$ cat src/rtl/rst_sequencer.sv
`default_nettype none
// ============================================================================
//  Module      : rst_sequencer
//  Description : Staged reset release for the clock-generator output domain.
//                Debounces a push-button and releases NUM_STAGES active-high
//                resets in order, bit 0 first, STAGE_DELAY cycles apart.
//                o_ready reports that every stage has been released.
//  Revision    : 1.0 - initial release
// ============================================================================
module rst_sequencer #(
  parameter int NUM_STAGES      = 3,
  parameter int STAGE_DELAY     = 16,
  parameter int DEBOUNCE_CYCLES = 1024,
  parameter int BTN_ACTIVE      = 1
) (
  input  logic                  i_clk,
  input  logic                  i_rst,
  input  logic                  i_btn,
  output logic [NUM_STAGES-1:0] o_rst,
  output logic                  o_ready
);

  localparam int SW = (NUM_STAGES > 1) ? $clog2(NUM_STAGES) : 1;
  localparam int DW = $clog2(STAGE_DELAY + 1);
  localparam int CW = $clog2(DEBOUNCE_CYCLES + 1);

  // The counters clear on the edge where they would hit their terminal count,
  // so each one is compared against "terminal - 1".
  localparam logic [SW-1:0] c_stage_last = SW'(NUM_STAGES - 1);
  localparam logic [DW-1:0] c_delay_last = DW'(STAGE_DELAY - 1);
  localparam logic [CW-1:0] c_deb_last   = CW'(DEBOUNCE_CYCLES - 1);
  localparam logic          c_btn_active = 1'(BTN_ACTIVE);

  typedef enum logic [1:0] {
    ST_HOLD    = 2'd0,
    ST_RELEASE = 2'd1,
    ST_RUN     = 2'd2
  } state_e;

  // --------------------------------------------------------------------------
  // Button synchroniser and debouncer
  // --------------------------------------------------------------------------
  logic          sync1_q, sync1_d;
  logic          sync2_q, sync2_d;
  logic          deb_pressed_q, deb_pressed_d;
  logic [CW-1:0] deb_cnt_q, deb_cnt_d;
  logic          sync_pressed;

  assign sync_pressed = (sync2_q == c_btn_active);

  // Next-state for the synchroniser chain and debounce counter
  always_comb begin
    sync1_d       = i_btn;
    sync2_d       = sync1_q;
    deb_pressed_d = deb_pressed_q;
    deb_cnt_d     = '0;
    if (sync_pressed != deb_pressed_q) begin
      if (deb_cnt_q == c_deb_last) begin
        // Level held long enough: accept it and restart the count.
        deb_pressed_d = sync_pressed;
        deb_cnt_d     = '0;
      end else begin
        deb_cnt_d = deb_cnt_q + 1'b1;
      end
    end
  end

  // Button-path registers; reset parks the chain at the released level
  always_ff @(posedge i_clk) begin
    if (i_rst) begin
      sync1_q       <= ~c_btn_active;
      sync2_q       <= ~c_btn_active;
      deb_pressed_q <= 1'b0;
      deb_cnt_q     <= '0;
    end else begin
      sync1_q       <= sync1_d;
      sync2_q       <= sync2_d;
      deb_pressed_q <= deb_pressed_d;
      deb_cnt_q     <= deb_cnt_d;
    end
  end

  // --------------------------------------------------------------------------
  // Release sequencer
  // --------------------------------------------------------------------------
  state_e                  state_q, state_d;
  logic [SW-1:0]           stage_q, stage_d;
  logic [DW-1:0]           delay_q, delay_d;
  logic [NUM_STAGES-1:0]   rst_q, rst_d;
  logic                    ready_q, ready_d;

  // Next-state and registered-output values for the sequencer
  always_comb begin
    state_d = state_q;
    stage_d = stage_q;
    delay_d = delay_q;
    rst_d   = rst_q;
    ready_d = ready_q;
    case (state_q)
      ST_HOLD: begin
        rst_d   = '1;
        ready_d = 1'b0;
        stage_d = '0;
        delay_d = '0;
        if (!deb_pressed_q) begin
          state_d = ST_RELEASE;
        end
      end
      ST_RELEASE: begin
        if (deb_pressed_q) begin
          state_d = ST_HOLD;
          rst_d   = '1;
          ready_d = 1'b0;
          stage_d = '0;
          delay_d = '0;
        end else if (delay_q == c_delay_last) begin
          delay_d = '0;
          for (int i = 0; i < NUM_STAGES; i++) begin
            if (stage_q == SW'(i)) begin
              rst_d[i] = 1'b0;
            end
          end
          if (stage_q == c_stage_last) begin
            // Last stage just dropped: every bit is now low.
            state_d = ST_RUN;
            ready_d = 1'b1;
            stage_d = '0;
          end else begin
            stage_d = stage_q + 1'b1;
          end
        end else begin
          delay_d = delay_q + 1'b1;
        end
      end
      ST_RUN: begin
        if (deb_pressed_q) begin
          state_d = ST_HOLD;
          rst_d   = '1;
          ready_d = 1'b0;
          stage_d = '0;
          delay_d = '0;
        end
      end
      default: begin
        state_d = ST_HOLD;
        rst_d   = '1;
        ready_d = 1'b0;
        stage_d = '0;
        delay_d = '0;
      end
    endcase
  end

  // Sequencer registers; i_rst overrides everything, including a press
  always_ff @(posedge i_clk) begin
    if (i_rst) begin
      state_q <= ST_HOLD;
      stage_q <= '0;
      delay_q <= '0;
      rst_q   <= '1;
      ready_q <= 1'b0;
    end else begin
      state_q <= state_d;
      stage_q <= stage_d;
      delay_q <= delay_d;
      rst_q   <= rst_d;
      ready_q <= ready_d;
    end
  end

  assign o_rst   = rst_q;
  assign o_ready = ready_q;

endmodule
`default_nettype wire

$ cat config.mk
export PLATFORM = sky130hd
export DESIGN_NAME = rst_sequencer
export DESIGN_NICKNAME = d
export VERILOG_FILES = /design/src/rtl/rst_sequencer.sv
export SDC_FILE = /design/constraint.sdc
export NUM_CORES = 1
export LEC_CHECK = 0
export ABC_AREA = 1
export BUFFER_PORTS_ARGS = -buffer_cell sky130_fd_sc_hd__buf_2
export CAP_MARGIN = 10
export CORE_MARGIN = 2
export CORE_UTILIZATION = 55
export DETAILED_ROUTE_END_ITERATION = 8
export GPL_ROUTABILITY_DRIVEN = 0
export PLACE_DENSITY = 0.73
export SLEW_MARGIN = 20
export SYNTH_ARGS = -nofsm -noshare
export SYNTH_HDL_FRONTEND = slang
export SYNTH_SLANG_ARGS = --single-unit
$ cat constraint.sdc
create_clock -name i_clk -period 1.83 [get_ports i_clk]
set_input_delay 0.4575 -clock i_clk [delete_from_list [all_inputs] [get_ports i_clk]]
set_output_delay 0.4575 -clock i_clk [all_outputs]
set_load 0.1 [all_outputs]
# [After elaboration in Yosys (flattened, before gate mapping)]
# Index checks and enable logic that the tools add are counted.
[word_totals] register_bits=27 in_bits=3 wordCells=63
[op_classes] addsub=3 n_eq_ne=13 mux=26 n_bitwise=1 n_reduce_logical=9
[ops] operator="2-to-1 mux 2 bit" n=8
[ops] operator="2-to-1 mux 5 bit" n=3
[ops] operator="!= test 3 bit, second input constant" n=4
[ops] operator="adder 11 x 1 -> 11 bit, second input constant" n=1
[ops] operator="== test 11 x 10 -> 1 bit, second input constant" n=1
[ops] operator="case mux 5 bit (2 select lines)" n=1
[ops] operator="2-to-1 mux 3 bit" n=3
[ops] operator="AND reduction 3 bit" n=3
[ops] operator="2-to-1 mux 1 bit" n=7
[ops] operator="case mux 2 bit (3 select lines)" n=1
[ops] operator="case mux 3 bit (2 select lines)" n=1
[ops] operator="adder 5 x 1 -> 5 bit, second input constant" n=1
[ops] operator="== test 5 x 4 -> 1 bit, second input constant" n=1
[ops] operator="== test 2 x 1 -> 1 bit, second input constant" n=2
[ops] operator="== test 2 bit, second input constant" n=2
[ops] operator="zero test 2 bit" n=2
[ops] operator="!= test 2 bit, second input constant" n=2
[ops] operator="case mux 2 bit (2 select lines)" n=1
[ops] operator="AND reduction 2 bit" n=2
[ops] operator="AND reduction 4 bit" n=1
[ops] operator="OR reduction 3 bit" n=1
[ops] operator="adder 2 x 1 -> 2 bit, second input constant" n=1
[ops] operator="case mux 1 bit (2 select lines)" n=1
[ops] operator="!= test 1 bit" n=1
[ops] operator="NOT 1 bit" n=1

# [Logic depth before layout (Yosys ltp)]
# Gate-level depths: netlist of the first run.
[depth] word_depth=5 ltp_mapped=7

# [Least setup slack after synthesis of the first run]
# OpenSTA, ideal clock, no wires.
[synth_timing] kind="reg-to-output" startpoint="reg ready_q, in the netlist o_ready" endpoint="out o_ready" arrival_time_ps=925 required_time_ps=1372 slack_ps=448 stages_incl_launch_ff=1 n_path_buf=0 cell_sequence="dfxtp_1"
[synth_lines] element="start, declared" line="90" text="logic ready_q, ready_d;"
[synth_lines] element="start signal, assigned" line="167" text="ready_q <= ready_d;"
[synth_lines] element="end, declared" line="20" text="output logic o_ready"
# No word-level cell between the ends.

# [Worst setup path after layout of the first run]
[layout_timing] startpoint="reg rst_q[1], in the netlist o_rst[1]" endpoint="out o_rst[1]"
[layout_lines] element="start, declared" line="89" text="logic [NUM_STAGES-1:0] rst_q, rst_d;"
[layout_lines] element="start signal, assigned" line="166" text="rst_q <= rst_d;"
[layout_lines] element="end, declared" line="19" text="output logic [NUM_STAGES-1:0] o_rst,"
# No word-level cell between the ends.

==> metrics.txt, run 1 <==
sequential area share after synthesis=0.465; top post-synthesis cells by area=dfxtp_1 (46%), nand2_1 (9.7%), nor2_1 (6.5%); Initial Utilization=0.587; yosys warns=0; met3 WL=around 58 um; Maximum Capacitance Violations=0; Setup Viol. Count Final=0; initial antenna violation count=0; Layout fillers=178; Reg2Reg Setup Slack=~400 ps; hold buffers post-CTS=0; largest family of logic cells by synthesized area=simple AND/OR/NAND/NOR gates; Post-CTS Setup Repair Bufs=0; crit path max fanout=2; area leader, netlist=dfxtp_1; drt pass-1 iters=4; crit path cell chain=buf_2; CP Depth=1; final worst slack=between 200 and 250 ps; RR Startpoint=deb_cnt_q[0]; cell area after layout=roughly 1200 um^2; Layout area overhead=7.42%; flop and latch count out of synthesis=27; Synth Area in Adders=0.0215; top cell type's share of synthesized area=0.465; Leakage=0.490 nW; Root Buffer=clkbuf_4; Max Slew Vio Count=0; minimum clock period=about 1600 ps; number of I/O pins=7; vias in the first global route=816; # DRC=0; kind of critical path=flip-flop to output port; RR Endpoint=deb_pressed_q; crit-path leading delay family=buffers and inverters; CTS sink count=27; Worst EP required=between 1000 and 1500 ps; largest net degree at the start of global routing=15; global route overflow=0; Synth Net Count=153; pre-CTS WS=between 400 and 500 ps; placed cell area=roughly 1200 um^2; actual slew at the worst max-slew pin=between 400 and 500 ps; hold path cells=3; drt via density=5.13; period utilization=0.869; # rows=16; Die W=50.0 um; R2R cell count=6; Peak VDD IR=a little under 0.0008 V; CP startpoint=o_rst[1]; status=finished clean; die area=between 2000 and 2500 um^2; CP peak stage delay=roughly 430 ps; CTS clk-pin slew, worst paths=about 140 ps; Seq. cell area=around 540 um^2; DP HPWL=1540 um; drt wl/cell=roughly 11 um; Multi-input gate area=559 um^2; Iter 0 DRT Violations=12; core footprint=1980 um^2; Buf/Inv on CP=1; Setup TNS=0 ps; startpoint type of the worst setup path=flip-flop; CTS tree=built; metal2 WL=~890 um; n_diodes=0; Nets=163; PortBufs=6; All-Layer GR Usage=0.190; mux cell area share after synthesis=0; highest metal used=met4; RSZ-0062 raised after global routing=false; CTS buffer count=3; post-synthesis simple-gate area fraction=0.324; Slew headroom=0.672; Worst Path Arrival=1130 ps; Clock Skew=around 1.6 ps; post-cts resize count=0; Clock Latency Late Sink=between 300 and 400 ps; DRT met1 WL=slightly above 1000 um; fmax=roughly 0.63 GHz; H-tree Lvls=1; Setup crit end kind=output port; Die Y=approximately 50 um; Worst Setup EP=o_rst[1]; first-pass GRT wire length=around 3500 um; final WL=2010 um; vias=943; Worst path slowest cell=buf_2; Power Density=~1100 nW/um^2; fraction of layout cells with a size suffix above 1=0.153; Hold Crit Class=input port to flip-flop; Netlist Area Pre-Place=1160 um^2; final number of hold-violating endpoints=0; cell count after synthesis=~150; Netlist cell types=25; XOR/XNOR Fraction of Synth Area=0.0376; Hold WS=~320 ps; ANT nets after route=0; clock tree buffer depth=2; compound-gate portion of the synthesized area=0.0978; post-synthesis average cell area=about 7.9 um^2
-- layout make-up --
| class | instances | area share |
|---|---|---|
| multi-input combinational | 104 | 0.447 |
| sequential | 27 | 0.432 |
| inverter | 16 | 0.0480 |
| tap | 27 | 0.0270 |
| timing repair buffer | 6 | 0.0240 |
| clock buffer | 4 | 0.0210 |
-- per-layer routing --
| metal | up-vias | global-route usage |
|---|---|---|
| li1 | 497 | - |
| met1 | 430 | 0.249 |
| met2 | 11 | 0.294 |
| met3 | 5 | 0.0273 |
| met4 | 0 | 0.111 |
| met5 | - | 0 |
-- flip-flops by register name, summed over array words and instances (netlist names) --
name,flops
state_q,2
delay_q,5
deb_pressed_q,1
sync2_q,1
stage_q,2
deb_cnt_q,11
sync1_q,1
o_ready,1
o_rst,3
-- layout by cell type, fill, tap and decap left out, types with 2 or more instances in the layout --
| master | instances |
|---|---|
| nor3_2 | 2 |
| nor2_1 | 20 |
| nor2_4 | 2 |
| nor3_1 | 4 |
| xor2_1 | 4 |
| buf_2 | 6 |
| nand3_1 | 10 |
| nand4_1 | 4 |
| dfxtp_1 | 27 |
| nand2_4 | 2 |
| nand2_1 | 30 |
| clkbuf_4 | 3 |
| ha_1 | 2 |
| a21oi_1 | 6 |
| a21oi_2 | 3 |
| inv_1 | 15 |
| o21ai_0 | 6 |
| nor2_2 | 2 |
-- cell usage after synthesis --
| cell | count |
|---|---|
| nand2_1 | 30 |
| dfxtp_1 | 27 |
| nor2_1 | 20 |
| inv_1 | 15 |
| nand3_1 | 10 |
| a21oi_1 | 6 |
| o21ai_0 | 6 |
| nand4_1 | 4 |
| nor3_1 | 4 |
| xor2_1 | 4 |
| a21oi_2 | 3 |
| ha_1 | 2 |
| nand2_4 | 2 |
| nor2_2 | 2 |
| nor2_4 | 2 |
| nor3_2 | 2 |
| a31oi_1 | 1 |
| clkbuf_1 | 1 |
| inv_2 | 1 |
| nand3_2 | 1 |
| o21a_1 | 1 |
| o21ai_1 | 1 |
| o21ai_2 | 1 |
| or2_2 | 1 |
| xnor2_1 | 1 |
-- through the flow --
| stage | utilization | cells | power, mW |
|---|---|---|---|
| after floorplan | - | 148 | 1.02 |
| after global placement | 0.617 | 180 | 1.09 |
| after detailed placement | 0.617 | 180 | 1.09 |
| after CTS | 0.631 | 184 | 1.35 |
| after global routing | 0.631 | 184 | 1.42 |
| final | 0.631 | 184 | 1.34 |
-- worst min-delay path by stage --
stage	start	end	slack [ps]
after floorplan	sync1_q	sync2_q	390
after global placement	sync1_q	sync2_q	400
after detailed placement	sync1_q	sync2_q	410
after CTS	i_btn	sync1_q	320
after global routing	i_btn	sync1_q	310
final	i_btn	sync1_q	320
-- logic make-up (layout without fill, tap and decap cells) --
group / count (synthesis) / count (layout)
and+or+nand+nor: 78 / 78
adders and majority gates: 2 / 2
buffers and inverters: 17 / 26
AOI/OAI and AO/OA: 19 / 19
DFF: 27 / 27
xor gates and xnor gates: 5 / 5
-- where the power goes --
part / total [mW] / internal, mW / switching [mW]
Clock: 0.260 / 0.0857 / 0.174
Combinational: 0.407 / 0.102 / 0.305
Sequential: 0.677 / 0.637 / 0.0398
Power figures use the tool's default switching activity.
==> inputs of run 2 (changes only) <==
CELL_PAD_IN_SITES_DETAIL_PLACEMENT = 0   (was not set)
CELL_PAD_IN_SITES_GLOBAL_PLACEMENT = 1   (was not set)
CORE_ASPECT_RATIO = 0.5   (was not set)
CORE_UTILIZATION = 43   (was 55)
PLACE_DENSITY = not set   (was 0.73)
PLACE_DENSITY_LB_ADDON = 0.1   (was not set)
==> metrics.txt, run 2 (synthesis gave the netlist of run 1 again) <==
hold buffers post-CTS=0; Iter 0 DRT Violations=27; drt wl/cell=between 10 and 15 um; All-Layer GR Usage=0.142; Inst Count DP=190; drt via density=4.75; Max Slew Vio Count=0; ANT nets after route=0; CTS sink count=27; CP peak stage delay=between 400 and 500 ps; CTS tree=built; Nets=approximately 160; CP Depth=1; first-pass GRT wire length=~3400 um; Int Power=around 0.89 mW; CP startpoint=o_rst[0]; Flop pwr share=0.479; CTS buffer count=3; Die W=around 78 um; CTS clk-pin slew, worst paths=90 ps; n_diodes=0; Net Sw Power=0.514 mW; fmax=about 0.67 GHz; initial antenna violation count=0; final core utilization=0.495; global route overflow=0; Buf/Inv on CP=1; # rows=13; Worst EP required=1370 ps; H-tree Lvls=1; period utilization=0.814; cell area after layout=roughly 1300 um^2; clock power share=0.236; crit path cell chain=buf_2; placed cell area=around 1200 um^2; Peak VDD IR=0.000377 V; Largest register FFs=11; Worst Setup EP=o_rst[0]; Setup Viol. Count Final=0; Final Non-Filler Cells=just under 200; Reg2Reg Setup Slack=between 300 and 400 ps; R2R cell count=6; number of I/O pins=7; core footprint=2590 um^2; commonest non-fill, non-tap cell in the layout=nand2_1; final WL=between 1500 and 2000 um; Maximum Capacitance Violations=0; minimum clock period=roughly 1500 ps; Root Buffer=clkbuf_8; PortBufs=6; startpoint type of the worst setup path=flip-flop; actual slew at the worst max-slew pin=488 ps; Setup TNS=0 ps; Slew headroom=0.677; most frequent cells in the layout=nand2_1 (30), dfxtp_1 (27), nor2_1 (20), inv_1 (15), nand3_1 (10); Power Density=around 1100 nW/um^2; kind of critical path=flip-flop to output port; crit path max fanout=2; Worst Path Arrival=between 1000 and 1500 ps; fraction of layout cells with a size suffix above 1=0.153; final number of hold-violating endpoints=0; Power Total=around 1.4 mW; Layout area overhead=10.1%; vias=about 900; Largest Register=deb_cnt_q; Setup crit end kind=output port; vias in the first global route=between 700 and 800; Die Y=just over 40 um; die area=roughly 3200 um^2; Comb power frac=0.285; Worst path slowest cell=buf_2; hold wc startpoint=i_btn; DP HPWL=approximately 1500 um; Hold Crit Class=input port to flip-flop; Clock Latency Late Sink=270 ps; post-cts resize count=0; RR Endpoint=deb_cnt_q[7]; RSZ-0062 raised after global routing=false; Net Sw Frac=0.365; Post-CTS Setup Repair Bufs=0; Layout fillers=between 200 and 300; Initial Utilization=0.450; clock tree buffer depth=2; status=finished clean; crit-path leading delay family=buffers and inverters; RR Startpoint=deb_cnt_q[0]; drt pass-1 iters=4; largest net degree at the start of global routing=15; # DRC=0; Clock Skew=approximately 5.1 ps; Leakage=0.498 nW
[run 2: cell type report]
class | count | area (um^2) | share of cell area
inverter | 16 | 60.1 | 0.0469
multi-input combinational | 104 | 559 | 0.437
tap | 37 | 46.3 | 0.0361
timing repair buffer | 6 | 30.0 | 0.0234
sequential | 27 | 541 | 0.422
clock buffer | 4 | 45.0 | 0.0352
[run 2: routing by layer]
metal | global-route usage | vias up | wire [um]
met5 | 0 | - | 0
met4 | 0.0268 | 0 | 8
met1 | 0.181 | 417 | 1060
met3 | 0.0463 | 2 | 55
met2 | 0.250 | 6 | 835
li1 | - | 496 | -
[run 2: how the worst min path moves through the flow]
stage / end / slack [ps] / cells after the start
4_1_cts: sync1_q / 380 / 3
5_1_grt: sync1_q / 410 / 3
3_3_place_gp: sync2_q / 390 / 2
6_report: sync1_q / 390 / 3
3_5_place_dp: sync2_q / 400 / 2
2_1_floorplan: sync2_q / 390 / 2
[run 2: power by group through the flow]
stage | logic (mW) | clock network (mW) | registers (mW)
after floorplan | 0.208 | 0 | 0.814
after global placement | 0.404 | 0 | 0.689
after detailed placement | 0.406 | 0 | 0.688
after CTS | 0.407 | 0.354 | 0.674
after global routing | 0.450 | 0.373 | 0.684
final | 0.401 | 0.333 | 0.674
[run 2: worst register-to-register path, delay by kind of cell, from the launching register on]
| kind | cells | cell delay, ps |
|---|---|---|
| and+or+nand+nor | 5 | 780 |
| DFF | 1 | 360 |
| adders and majority gates | 1 | 200 |
[run 2: metrics by stage]
stage,hold slack [ps],setup WS [ps]
final,390,341
after global routing,411,198
after CTS,380,327
after detailed placement,398,391
after global placement,391,384
after floorplan,388,448
